===== src/rtl/game_pkg.sv =====
// game_pkg: shared types and helpers for the Flappy Bird play controller.
`default_nettype none

package game_pkg;

  localparam int GRID = 16;

  typedef enum logic [1:0] {
    IDLE  = 2'd0,
    PLAY  = 2'd1,
    CRASH = 2'd2,
    OVER  = 2'd3
  } state_t;

  typedef logic [3:0] bcd_t;
  typedef logic [GRID-1:0][GRID-1:0] bitmap_t;

  // Two-digit BCD increment that sticks at 99.
  function automatic logic [7:0] bcd_inc_sat(input bcd_t tens, input bcd_t ones);
    if (tens == 4'd9 && ones == 4'd9) return {tens, ones};
    if (ones == 4'd9) return {tens + 4'd1, 4'd0};
    return {tens, ones + 4'd1};
  endfunction

endpackage

`default_nettype wire


===== src/rtl/game_sequencer_tick_divider.sv =====
// tick_divider: free-running modulo-DIV counter that emits a registered tick on wrap.
`default_nettype none

module tick_divider #(
  parameter int DIV = 4
) (
  input  logic Clock,
  input  logic Reset_n,
  input  logic en,
  input  logic clr,
  output logic tick
);

  localparam int CW = $clog2(DIV);
  localparam logic [CW-1:0] LAST = CW'(DIV - 1);

  logic [CW-1:0] count;

  // Dropping en or raising clr restarts the period and kills any pending tick.
  always_ff @(posedge Clock) begin
    if (!Reset_n || clr || !en) begin
      count <= '0;
      tick  <= 1'b0;
    end else begin
      tick  <= (count == LAST);
      count <= (count == LAST) ? '0 : count + CW'(1);
    end
  end

endmodule

`default_nettype wire


===== src/rtl/game_sequencer.sv =====
// game_sequencer: play-state FSM, scroll/fall/rise/spawn strobes, collision and BCD score.
`default_nettype none

module game_sequencer
  import game_pkg::*;
#(
  parameter int SCROLL_DIV   = 12500000,
  parameter int FALL_DIV     = 6250000,
  parameter int PIPE_SPACING = 4
) (
  input  logic    Clock,
  input  logic    Reset_n,
  input  logic    start,
  input  logic    flap,
  input  bitmap_t bird,
  input  bitmap_t pipes,
  output logic    scroll_en,
  output logic    fall_en,
  output logic    rise_en,
  output logic    spawn_en,
  output logic    playing,
  output logic    failed,
  output bcd_t    score_tens,
  output bcd_t    score_ones
);

  localparam int SPW = $clog2(PIPE_SPACING);
  localparam logic [SPW-1:0] SP_LAST = SPW'(PIPE_SPACING - 1);

  state_t         state;
  state_t         state_nxt;
  logic           collide;
  logic           run;
  logic           flap_go;
  logic           first_spawn;
  logic [SPW-1:0] spacing;

  assign collide = (state == PLAY) && (|(bird & pipes));
  // A collision cycle must not let any strobe out on the following cycle.
  assign run     = (state == PLAY) && !collide;
  assign flap_go = run && flap;

  always_ff @(posedge Clock) begin
    if (!Reset_n) state <= IDLE;
    else          state <= state_nxt;
  end

  always_comb begin
    state_nxt = state;
    case (state)
      IDLE:    if (start)   state_nxt = PLAY;
      PLAY:    if (collide) state_nxt = CRASH;
      CRASH:                state_nxt = OVER;
      OVER:    if (start)   state_nxt = IDLE;
      default:              state_nxt = IDLE;
    endcase
  end

  tick_divider #(.DIV(SCROLL_DIV)) u_scroll_div (
    .Clock   (Clock),
    .Reset_n (Reset_n),
    .en      (run),
    .clr     (1'b0),
    .tick    (scroll_en)
  );

  // Flap restarts gravity so the bird hangs a full period after each rise.
  tick_divider #(.DIV(FALL_DIV)) u_fall_div (
    .Clock   (Clock),
    .Reset_n (Reset_n),
    .en      (run),
    .clr     (flap_go),
    .tick    (fall_en)
  );

  assign spawn_en = scroll_en && (first_spawn || spacing == SP_LAST);

  always_ff @(posedge Clock) begin
    if (!Reset_n) begin
      playing     <= 1'b0;
      failed      <= 1'b0;
      rise_en     <= 1'b0;
      first_spawn <= 1'b0;
      spacing     <= '0;
      score_tens  <= 4'd0;
      score_ones  <= 4'd0;
    end else begin
      playing <= (state_nxt == PLAY);
      failed  <= (state_nxt == CRASH);
      rise_en <= flap_go;
      if (state == IDLE && start) begin
        first_spawn <= 1'b1;
        spacing     <= '0;
        score_tens  <= 4'd0;
        score_ones  <= 4'd0;
      end else if (scroll_en) begin
        // The opening pipe does not consume a spacing step and earns no point.
        if (first_spawn) begin
          first_spawn <= 1'b0;
        end else begin
          spacing <= (spacing == SP_LAST) ? '0 : spacing + SPW'(1);
          if (spawn_en) {score_tens, score_ones} <= bcd_inc_sat(score_tens, score_ones);
        end
      end
    end
  end

endmodule

`default_nettype wire

===== config.mk =====
export PLATFORM = sky130hd
export DESIGN_NAME = game_sequencer
export DESIGN_NICKNAME = d
export VERILOG_FILES = /design/src/rtl/game_pkg.sv /design/src/rtl/game_sequencer_tick_divider.sv /design/src/rtl/game_sequencer.sv
export SDC_FILE = /design/constraint.sdc
export NUM_CORES = 1
export LEC_CHECK = 0
export CAP_MARGIN = 10
export CORE_AREA = 10 10 198 200
export DETAILED_ROUTE_END_ITERATION = 10
export DIE_AREA = 0 0 208 210
export GPL_TIMING_DRIVEN = 0
export PLACE_DENSITY = 0.43
export SLEW_MARGIN = 10
export SYNTH_ARGS = -nofsm -noshare
export SYNTH_HDL_FRONTEND = slang
export SYNTH_SLANG_ARGS = --single-unit
export TNS_END_PERCENT = 10

===== constraint.sdc =====
create_clock -name Clock -period 4.9 [get_ports Clock]
set_input_delay 0.49 -clock Clock [delete_from_list [all_inputs] [get_ports Clock]]
set_output_delay 0.49 -clock Clock [all_outputs]
set_load 0.02 [all_outputs]

==> run summary <==
Sequential Area - 1300 sq um
Setup crit start kind - primary input
Hold WC Path Type - flip-flop to flip-flop
CTS tree - built
H-tree Lvls - 3
Setup violations, final - 0
Clk sink count - 65
Min-Delay Path Depth - 2
Crit-path max cell delay - 0.49 ns
Final TNS setup - 0 ns
Largest net degree at the start of global routing - 11
Final std cells w/o fill - 1504
Total GRT Usage - 22.4%
Die area - 43700 sq um
Post-synth top area cell - dfxtp_1
Post-synthesis average cell area - 9.71 sq um
Required @ worst endpoint - 5.14 ns
Tmin final - 3.00 ns
Placed cells - 1460
Reg2reg path depth - 7
Final wirelength - 51500 um
Worst-path cell with the longest stage delay - clkdlybuf4s50_1
Hold buffer count at CTS - 0
Max_slew headroom - 44.2%
Reg2reg end - u_fall_div.count[22]$_SDFF_PP0_
Synth Area in Simple Gates - 28.7%
#FFs+latches synth - 65
Synth-to-Final Area Change - 136%
Number of global-route vias before repair - 7105
Initial DRC count - 413
Multi-input gate area - 3120 sq um
R2r setup slk - 2.47 ns
Vias per cell - 4.46
WHS - 0.514 ns
Total power - 1740 uW
Grt total ovfl - 0
Net count after synthesis - 991
Power per Cell Area - 161 nW/um^2
Clk root buf - clkbuf_16
Commonest non-fill, non-tap cell in the layout - clkdlybuf4s50_1
Final Hold Violating Endpoints - 0
Worst Skew - 0.00342 ns
Hold path endpoint - spacing[1]$_SDFFE_PP0P_
Post-synth EDFFs - 0
Critical path's top delay family - simple AND/OR/NAND/NOR gates
Max cap viols - 0
Worst-Margin Slew - 0.825 ns
Chip height - 210 um
First-pass GRT wire length - 66100 um
Highest clock rate - 0.334 GHz
Clock buffer depth - 2
Lkg Pwr - 0.00351 uW
Status - finished, final reports clean
Period utilization - 61.2%
Core Rows - 69
CP endpoint kind - flip-flop
Synth Area in Compound Gates - 28.1%
Post-Syn Instances - 470
CTS Buf Count - 9
Mux share of post-synthesis cell area - 0.658%
Final Net Count - 1531
Clock latency on the worst-skew pair - 0.33 ns
Routed len/inst - 34.2 um
Xor/xnor share of the synthesized area - 9.40%
PortBufs - 529
Unrepaired setup endpoints after global routing - no
Top cells by area, synth - dfxtp_1 29%, a22o_1 12%, nor4_2 12%
Filler instances - 3751
Post-CTS sizing - 0
Worst VDD drop - 0.154 mV
Worst flop-to-flop path startpoint - u_fall_div.count[0]$_SDFF_PP0_
Clock transition at the registers of the reported paths - 0.05 ns
CP bufs+invs - 2
First-pass detailed-route iteration total - 5
Largest family of logic cells by synthesized area - simple AND/OR/NAND/NOR gates
Mapped Area - 4570 sq um
Part of the Yosys area used for sequential elements - 28.5%
RD Place Congestion - 0.900
Worst-path cell chain - clkdlybuf4s50_1, a22o_1, a221oi_1, nand4_1, nor4_2, nand4_4, buf_2, nor4_2
# IOs - 530
Slew Viols, Final - 0
DRC viols - 0
Number of antenna violations at the first check in global routing - 90
Setup CP Type - primary input to flip-flop
Fraction of registers with async set/reset - 0%
Commonest cells after routing, fill and taps aside - 529 x clkdlybuf4s50_1, 65 x dfxtp_1, 64 x a22o_1, 48 x a221oi_1, 44 x nor4_2
Final ANT Viol Nets - 0
Yosys warnings - 0
Crit Path Max Fanout - 10
Starting Density - 13.0%
Die width - 208 um
Distinct cells, synth - 40
Postcts setup bufs - 0
Main synth FF type - dfxtp_1
Most used cell along the critical path - nor4_2
Fraction of the mapped netlist area in adder cells - 1.37%
Synth top area share - 28.5%
Vias - 6712
Dpl hpwl - 48000 um
CP Data Arrival Time - 3.24 ns
HP Start - spacing[1]$_SDFFE_PP0P_
Fin util - 30.6%
CORE AREA - 35200 sq um
Share of cells above drive strength 1 - 8.88%
-- state kept, by name, summed over array words and instances, names as in the netlist --
name                cells
score_ones              4
first_spawn             1
failed                  1
state                   2
rise_en                 1
u_scroll_div.tick       1
playing                 1
u_fall_div.count       23
u_scroll_div.count     24
u_fall_div.tick         1
spacing                 2
score_tens              4
-- cells by family after synthesis --
| family | count (synthesis) |
|---|---|
| buffers and inverters | 30 |
| AO/OA/AOI/OAI | 137 |
| flip-flops | 65 |
| adder cells (fa/ha/maj) | 5 |
| multiplexers | 3 |
| AND/OR/NAND/NOR | 181 |
| XOR/XNOR | 49 |
-- worst min-delay path, stage by stage (launching register included) --
cell	delay [ns]
dfxtp_1	0.34
mux2i_1	0.07
nor2_1	0.07
-- stage by stage --
| step | area [sq um] | setup WS [ns] |
|---|---|---|
| 6_report | 10800 | 1.90 |
| 5_1_grt | 10700 | 1.80 |
| 4_1_cts | 10700 | 1.88 |
| 3_5_place_dp | 10400 | 1.51 |
| 3_3_place_gp | 10400 | 1.54 |
| 2_1_floorplan | 4570 | 2.82 |
-- layout make-up --
class / count / area share (%)
tap: 461 / 5.34
inverter: 15 / 0.522
timing repair buffer: 529 / 49.1
buffer: 15 / 0.858
clock inverter: 3 / 0.139
clock buffer: 12 / 2.47
sequential: 65 / 12.1
antenna: 29 / 0.672
multi-input combinational: 375 / 28.9
-- worst max-delay path by stage --
stage,start,slack [ns],endpoint,depth (start not counted)
after floorplan,bird[8],2.82,state[1]$_SDFF_PN0_,7
after global placement,bird[255],1.54,u_scroll_div.count[13]$_SDFF_PP0_,8
after detailed placement,bird[255],1.51,u_scroll_div.count[14]$_SDFF_PP0_,8
after CTS,bird[255],1.88,u_scroll_div.count[14]$_SDFF_PP0_,8
after global routing,bird[85],1.80,u_fall_div.count[21]$_SDFF_PP0_,8
final,bird[85],1.90,u_scroll_div.count[14]$_SDFF_PP0_,8
-- where the power goes --
group	leakage [uW]	total [uW]	internal, uW	switching, uW
Combinational	0.00284	590	424	166
Clock	0.000144	612	378	233
Sequential	0.000524	534	532	2.19
Total	0.00351	1740	1330	401
-- cell usage after synthesis, types with 4 or more instances --
master,number
dfxtp_1,65
ha_1,5
xor2_1,27
buf_6,4
and3_1,5
buf_2,5
a221oi_1,48
nor4_2,44
nand2_1,22
nor4_1,6
xnor2_1,22
a221oi_2,16
nor4b_1,4
a22o_1,64
nand4_1,22
clkbuf_1,6
nand3_1,21
nor2_1,26
inv_1,14
nor3_1,11
and4_1,5
-- metal layers --
layer  GRT usage (%)  up-vias  wire length (um)  share of wire (%)
li1                -     3080                 -                  -
met1            27.4     3080             21000                 41
met2            33.3      391             22100                 43
met3            12.2      103              7160                 14
met4            6.47       58               898                1.7
met5               0        -               385               0.75
No activity file was read; power rests on OpenSTA's default activity.
